### src/rtl/dtree_datapath_if.sv
// Handshake and strobe bundle between the spike-classification controller
// (master) and the feature/accumulator datapath (slave).
interface dtree_datapath_if #(
  parameter int FEATURE_BIT_DEPTH = 8,
  parameter int COEFF_BIT_DEPTH   = 4,
  parameter int BIAS_BIT_DEPTH    = 10
);
  logic signed [FEATURE_BIT_DEPTH-1:0] feature_in;
  logic                                feature_valid;
  logic                                feature_ready;
  logic                                next;
  logic                                classify_done;
  logic                                load_bias;
  logic                                add;
  logic                                mult;
  logic                                is_one;
  logic signed [COEFF_BIT_DEPTH-1:0]   coeff;
  logic signed [BIAS_BIT_DEPTH-1:0]    bias;
  logic                                child_direction;

  modport master (
    output feature_in, feature_valid, classify_done,
           load_bias, add, mult, is_one, coeff, bias,
    input  feature_ready, next, child_direction
  );

  modport slave (
    input  feature_in, feature_valid, classify_done,
           load_bias, add, mult, is_one, coeff, bias,
    output feature_ready, next, child_direction
  );
endinterface

### src/rtl/dtree_datapath.sv
// Ping-pong feature buffer plus signed linear-decision accumulator for the spike tree.
// Optional: define DTREE_DP_SATURATE_EN to saturate the accumulator instead of wrapping.
module dtree_datapath #(
  parameter int FEATURES          = 3,
  parameter int FEATURE_BIT_DEPTH = 8,
  parameter int COEFF_BIT_DEPTH   = 4,
  parameter int BIAS_BIT_DEPTH    = 10,
  parameter int ACC_WIDTH         = 16
) (
  input  logic           clk,
  input  logic           reset,
  dtree_datapath_if.slave dp
);
  localparam int IDX_W  = (FEATURES > 1) ? $clog2(FEATURES) : 1;
  localparam int PROD_W = FEATURE_BIT_DEPTH + COEFF_BIT_DEPTH;
  localparam logic [IDX_W-1:0] LAST_IDX = IDX_W'(FEATURES - 1);

  typedef enum logic {FILL, FULL} ingress_t;
  typedef enum logic {IDLE, BUSY} active_t;

  ingress_t ing_state, ing_next;
  active_t  act_state, act_next;

  logic signed [FEATURE_BIT_DEPTH-1:0] bank [2][FEATURES];
  logic                                fill_sel;
  logic [IDX_W-1:0]                    wr_idx, k, rd_idx, k_next;
  logic                                next_q;
  logic                                accept, last_accept, swap;

  logic signed [FEATURE_BIT_DEPTH-1:0] feat;
  logic signed [PROD_W-1:0]            prod;
  logic signed [ACC_WIDTH-1:0]         acc, acc_next, term, base;

  // NOTE: every always_comb output gets a default first so no path infers a latch.
  always_comb begin
    accept      = dp.feature_valid && dp.feature_ready;
    last_accept = accept && (wr_idx == LAST_IDX);
    // The last sample can hand straight over to an idle active bank, giving next at t+1.
    swap        = (act_state == IDLE) && ((ing_state == FULL) || last_accept);

    ing_next = ing_state;
    case (ing_state)
      FILL: if (last_accept && !swap) ing_next = FULL;
      FULL: if (swap)                 ing_next = FILL;
    endcase

    act_next = act_state;
    case (act_state)
      IDLE: if (swap)             act_next = BUSY;
      BUSY: if (dp.classify_done) act_next = IDLE;
    endcase
  end

  always_comb begin
    rd_idx = dp.load_bias ? '0 : k;
    k_next = (rd_idx == LAST_IDX) ? '0 : rd_idx + IDX_W'(1);
    feat   = bank[~fill_sel][rd_idx];
    prod   = PROD_W'(dp.coeff) * PROD_W'(feat);

    term = '0;
    if (dp.is_one)    term = ACC_WIDTH'(feat);
    else if (dp.mult) term = ACC_WIDTH'(prod);

    base = dp.load_bias ? ACC_WIDTH'(dp.bias) : acc;
  end

`ifdef DTREE_DP_SATURATE_EN
  localparam int SUM_W = ACC_WIDTH + 1;
  localparam logic signed [ACC_WIDTH-1:0] ACC_MAX = {1'b0, {(ACC_WIDTH-1){1'b1}}};
  localparam logic signed [ACC_WIDTH-1:0] ACC_MIN = {1'b1, {(ACC_WIDTH-1){1'b0}}};
  logic signed [SUM_W-1:0] sum;

  // One guard bit exposes overflow: the top two bits disagree exactly when it occurred.
  always_comb begin
    sum = SUM_W'(base) + SUM_W'(term);
    if (sum[SUM_W-1] != sum[SUM_W-2]) acc_next = sum[SUM_W-1] ? ACC_MIN : ACC_MAX;
    else                              acc_next = sum[ACC_WIDTH-1:0];
  end
`else
  always_comb acc_next = base + term;
`endif

  // NOTE: state registers use non-blocking assignments so every flop samples pre-edge values.
  always_ff @(posedge clk) begin
    if (!reset) begin
      ing_state <= FILL;
      act_state <= IDLE;
      wr_idx    <= '0;
      fill_sel  <= 1'b0;
      next_q    <= 1'b0;
      acc       <= '0;
      k         <= '0;
      // NOTE: the banks are cleared on reset so strobes against an idle bank read zeros.
      for (int b = 0; b < 2; b++)
        for (int i = 0; i < FEATURES; i++)
          bank[b][i] <= '0;
    end else begin
      ing_state <= ing_next;
      act_state <= act_next;
      next_q    <= swap;
      if (accept) begin
        bank[fill_sel][wr_idx] <= dp.feature_in;
        wr_idx <= last_accept ? '0 : wr_idx + IDX_W'(1);
      end
      if (swap) fill_sel <= ~fill_sel;
      if (dp.add) begin
        acc <= acc_next;
        k   <= k_next;
      end
    end
  end

  assign dp.feature_ready   = reset && (ing_state == FILL);
  assign dp.next            = next_q;
  assign dp.child_direction = acc[ACC_WIDTH-1];
endmodule
### src/flat_wrapper.sv
// flat-port wrapper written by rule: the top's interface ports become plain ports
module dtree_datapath_flat 
#(
  parameter int FEATURES          = 3,
  parameter int FEATURE_BIT_DEPTH = 8,
  parameter int COEFF_BIT_DEPTH   = 4,
  parameter int BIAS_BIT_DEPTH    = 10,
  parameter int ACC_WIDTH         = 16
)
  (clk, reset, dp_feature_in, dp_feature_valid, dp_classify_done, dp_load_bias, dp_add, dp_mult, dp_is_one, dp_coeff, dp_bias, dp_feature_ready, dp_next, dp_child_direction);
  dtree_datapath_if #(.FEATURE_BIT_DEPTH(FEATURE_BIT_DEPTH), .COEFF_BIT_DEPTH(COEFF_BIT_DEPTH), .BIAS_BIT_DEPTH(BIAS_BIT_DEPTH)) dp_i ();
  input  logic clk;
  input  logic reset;
  input wire logic [$bits(dp_i.feature_in)-1:0] dp_feature_in;
  input wire logic [$bits(dp_i.feature_valid)-1:0] dp_feature_valid;
  input wire logic [$bits(dp_i.classify_done)-1:0] dp_classify_done;
  input wire logic [$bits(dp_i.load_bias)-1:0] dp_load_bias;
  input wire logic [$bits(dp_i.add)-1:0] dp_add;
  input wire logic [$bits(dp_i.mult)-1:0] dp_mult;
  input wire logic [$bits(dp_i.is_one)-1:0] dp_is_one;
  input wire logic [$bits(dp_i.coeff)-1:0] dp_coeff;
  input wire logic [$bits(dp_i.bias)-1:0] dp_bias;
  output wire logic [$bits(dp_i.feature_ready)-1:0] dp_feature_ready;
  output wire logic [$bits(dp_i.next)-1:0] dp_next;
  output wire logic [$bits(dp_i.child_direction)-1:0] dp_child_direction;
  assign dp_i.feature_in = dp_feature_in;
  assign dp_i.feature_valid = dp_feature_valid;
  assign dp_i.classify_done = dp_classify_done;
  assign dp_i.load_bias = dp_load_bias;
  assign dp_i.add = dp_add;
  assign dp_i.mult = dp_mult;
  assign dp_i.is_one = dp_is_one;
  assign dp_i.coeff = dp_coeff;
  assign dp_i.bias = dp_bias;
  assign dp_feature_ready = dp_i.feature_ready;
  assign dp_next = dp_i.next;
  assign dp_child_direction = dp_i.child_direction;
  dtree_datapath #(.FEATURES(FEATURES), .FEATURE_BIT_DEPTH(FEATURE_BIT_DEPTH), .COEFF_BIT_DEPTH(COEFF_BIT_DEPTH), .BIAS_BIT_DEPTH(BIAS_BIT_DEPTH), .ACC_WIDTH(ACC_WIDTH)) u_core (.clk(clk), .reset(reset), .dp(dp_i));
endmodule
### config.mk
export PLATFORM = sky130hd
export DESIGN_NAME = dtree_datapath_flat
export DESIGN_NICKNAME = d
export VERILOG_FILES = /design/src/rtl/dtree_datapath_if.sv /design/src/rtl/dtree_datapath.sv /design/src/flat_wrapper.sv
export SDC_FILE = /design/constraint.sdc
export NUM_CORES = 1
export LEC_CHECK = 0
export BUFFER_PORTS_ARGS = -buffer_cell sky130_fd_sc_hd__buf_2
export CAP_MARGIN = 10
export CELL_PAD_IN_SITES_DETAIL_PLACEMENT = 0
export CELL_PAD_IN_SITES_GLOBAL_PLACEMENT = 2
export CORE_MARGIN = 2
export CORE_UTILIZATION = 40
export CTS_CLUSTER_DIAMETER = 100
export DETAILED_ROUTE_END_ITERATION = 10
export PLACE_DENSITY = 0.81
export SYNTH_ARGS = -nofsm -noshare
export SYNTH_HDL_FRONTEND = slang
export SYNTH_SLANG_ARGS = --single-unit
export TNS_END_PERCENT = 50
### constraint.sdc
create_clock -name clk -period 8.82 [get_ports clk]
set_input_delay 0.441 -clock clk [delete_from_list [all_inputs] [get_ports clk]]
set_output_delay 0.441 -clock clk [all_outputs]
set_load 0.005 [all_outputs]
==> out/metrics.yaml <==
status: "completed"
final_antenna_net_count: 0
wl_per_cell_um: 16.6
cts_setup_buffers: 0
drt_iter0_markers: 236
rsz0062_at_grt: "false"
p_int_w: 0.000760
p_switching_w: 0.000354
yosys.area_share.simple_pct: 16.8
synth_top_area_share_pct: 28.3
avgSynthCellArea_um2: 9.73
worst-path-buf-inv: 3
die_x_um: 117
timing.final.crit_share_pct: 84.1
hold_path.class: "in2reg"
r2r-start: "u_core.fill_sel"
slew_headroom_pct: 47.9
synth-xor-area-share_pct: 3.79
report.final.setup_viol: 0
synthMuxAreaShare_pct: 7.20
synth_adder_area_share_pct: 15.7
io_buffer_count: 32
grt_max_degree: 31
setup_tns_ns: 0
drive_gt1_share_pct: 13.8
peakVddDrop_v: 0.000111
viasPerCell: 5.27
cp_slowest_stage_delay_ns: 0.73
worst_path_most_repeated_cell: "fa_1"
synth_area_leaders: "edfxtp_1, dfxtp_1, ha_1, fa_1, nor2_1"
synth_top_family_by_area: "simple AND/OR/NAND/NOR gates"
p_leak_nw: 2.54
worstMarginPinSlew_ns: 0.781
io_pins: 33
initial_utilization_pct: 40.7
worstPathArrival_ns: 7.63
rows: 41
crit_start: "u_core.fill_sel"
cpLargestDelayFamily: "adder cells"
clock_sinks: 72
gp_congestion: 0.853
period_minus_slack_ns: 7.42
synth_compound_area_share_pct: 14.2
cts_root_buffer: "clkbuf_16"
slowest_stage: "dfxtp_1"
fillers: 1248
fmax_ghz: 0.135
numCtsBuffers: 9
pwr-share-comb_pct: 31.0
ys_types: 51
synthArstFlopShare_pct: 0
die_area_um2: 13600
clockBufferDepth: 2
hpwl_um: 9230
start_kind: "flop"
power_frac_seq_pct: 35.9
htreeDepth: 3
max_cap_viol_count: 0
synth_edf_count: 48
grt_pass1_vias: 3797
pwr_density_cell_nw_per_um2: 194
cts_tree: "yes"
ys.flop_type: "edfxtp_1"
hold_buffers: 0
die_height_um: 117
path_max_fanout: 13
synth_warnings: 0
clkTransAtPathRegs_ns: 0.06
slew_viol_final: 0
stdcell_area_um2: 5730
syn_nets: 606
drc: 0
fin_nets: 636
crit_type: "reg2reg"
hold_start: "dp_feature_valid"
diodes: 0
p_sw_share_pct: 31.8
core_um2: 12500
via_count: 3847
clock_skew_ns: 0.00774
grt_usage_pct: 18.6
syn_to_final_growth_pct: 12.6
place_area_um2: 5430
grt_pass1_wl_um: 19100
ys_seq_area_share_pct: 37.8
syn_inst: 523
wl_um: 12200
antenna_found_initial: 0
syn_area_um2: 5090
postCtsResizedCells: 0
hold_viol: 0
overflow: 0
critPathCaptureType: "flop"
yosysMostFrequentCell: "nor2_1"
synth_largest_area_cell: "edfxtp_1"
synth-seq-cells: 72
synth_common_cells: "nor2_1, edfxtp_1, inv_1"
pwr-share-clk_pct: 33.1
cp.required_ns: 9.03
first_pass_iters: 4
clk_latency_ns: 0.34
==> metal layers <==
metal / GRT usage [%] / wire length (µm) / share of wire, % / up-vias
li1: - / - / - / 1912
met1: 25.4 / 5830 / 48 / 1845
met2: 30.4 / 5650 / 47 / 72
met3: 2.94 / 452 / 3.7 / 18
met4: 6.20 / 212 / 1.7 / 0
met5: 0 / 0 / 0 / -
==> worst reg2reg max path: stages, from the launching register on <==
cell       delay [ns]
dfxtp_1          0.73
buf_4            0.31
mux2i_1          0.25
o22ai_1          0.11
a21oi_1          0.41
nand2b_1         0.19
fa_1             0.44
fa_1             0.58
fa_1             0.41
inv_1            0.08
ha_1             0.17
inv_1            0.06
fa_1             0.39
and2b_1          0.24
o2111ai_2        0.12
and3_1           0.18
o32a_1           0.33
mux2_2           0.30
or2_4            0.27
ha_1             0.36
and3_1           0.24
a21boi_0         0.13
o31a_1           0.25
a211oi_1         0.26
xnor2_1          0.12
nor4b_1          0.27
a211oi_1         0.08
==> state kept, by name (all words and copies together), names as in the netlist <==
register,flops
u_core.fill_sel,1
u_core.ing_state,1
u_core.bank,48
u_core.acc,16
u_core.dp.next,1
u_core.k,2
u_core.act_state,1
u_core.wr_idx,2
==> power groups by stage <==
stage,Clock [W],Sequential [W],Combinational [W]
3_5_place_dp,0,0.000407,0.000343
3_3_place_gp,0,0.000406,0.000340
4_1_cts,0.000376,0.000400,0.000346
2_1_floorplan,0,0.000401,0.000266
5_1_grt,0.000389,0.000403,0.000389
6_report,0.000369,0.000400,0.000346
==> through the flow <==
| stage | setup WS, ns | power, W | util [%] | std cells | hold WS (ns) |
|---|---|---|---|---|---|
| final | 1.40 | 0.00111 | 45.8 | 730 | 0.378 |
| after floorplan | 2.04 | 0.000667 | - | 523 | 0.425 |
| after global placement | 1.45 | 0.000747 | 43.4 | 714 | 0.446 |
| after detailed placement | 1.25 | 0.000750 | 43.4 | 714 | 0.453 |
| after global routing | 0.948 | 0.00118 | 45.8 | 730 | 0.410 |
| after CTS | 1.37 | 0.00112 | 45.8 | 730 | 0.379 |
==> worst paths after layout <==
check                     endpoint  slack (ns)  depth (start not counted)
setup / recovery    u_core.acc[15]        1.40                         26
hold / removal    u_core.ing_state        0.38                          3
setup reg to reg    u_core.acc[15]        1.40                         26
hold reg to reg     u_core.acc[11]        0.46                          2
==> cell usage in the layout (no fill, tap or decap), drive strengths merged, types with 2 or more instances in the layout <==
| cell | count |
|---|---|
| nor2 | 67 |
| edfxtp | 48 |
| inv | 47 |
| nand2 | 36 |
| buf | 36 |
| ha | 35 |
| o21ai | 26 |
| dfxtp | 24 |
| and2 | 20 |
| a21oi | 19 |
| fa | 18 |
| and3 | 15 |
| xnor2 | 15 |
| mux2 | 13 |
| mux2i | 13 |
| a21o | 13 |
| a211oi | 9 |
| clkbuf | 9 |
| a31oi | 8 |
| nand2b | 8 |
| nor3 | 7 |
| o221ai | 7 |
| nand3 | 7 |
| xor2 | 7 |
| o22ai | 5 |
| o21a | 5 |
| mux4 | 4 |
| a22oi | 3 |
| nor2b | 3 |
| o21bai | 3 |
| clkinv | 3 |
| and2b | 2 |
| nor4b | 2 |
| or3 | 2 |
| nor3b | 2 |
| a21boi | 2 |
| or2 | 2 |
==> cells by family after synthesis <==
logic type,after synthesis
AO/OA/AOI/OAI,108
XOR/XNOR,22
adder cells (fa/ha/maj),53
buffers and inverters,62
flip-flops,72
multiplexers,30
AND/OR/NAND/NOR,176
==> final cells by class <==
class	instances	area, µm²	area share (%)
Timing Repair Buffer	36	190	3.32
Inverter	45	169	2.95
Tap cell	172	215	3.75
Clock inverter	7	77.6	1.35
Sequential cell	72	1920	33.5
Clock buffer	9	225	3.93
Multi-Input combinational cell	389	2930	51.2
Note: power is estimated with default switching activity, not from simulation.
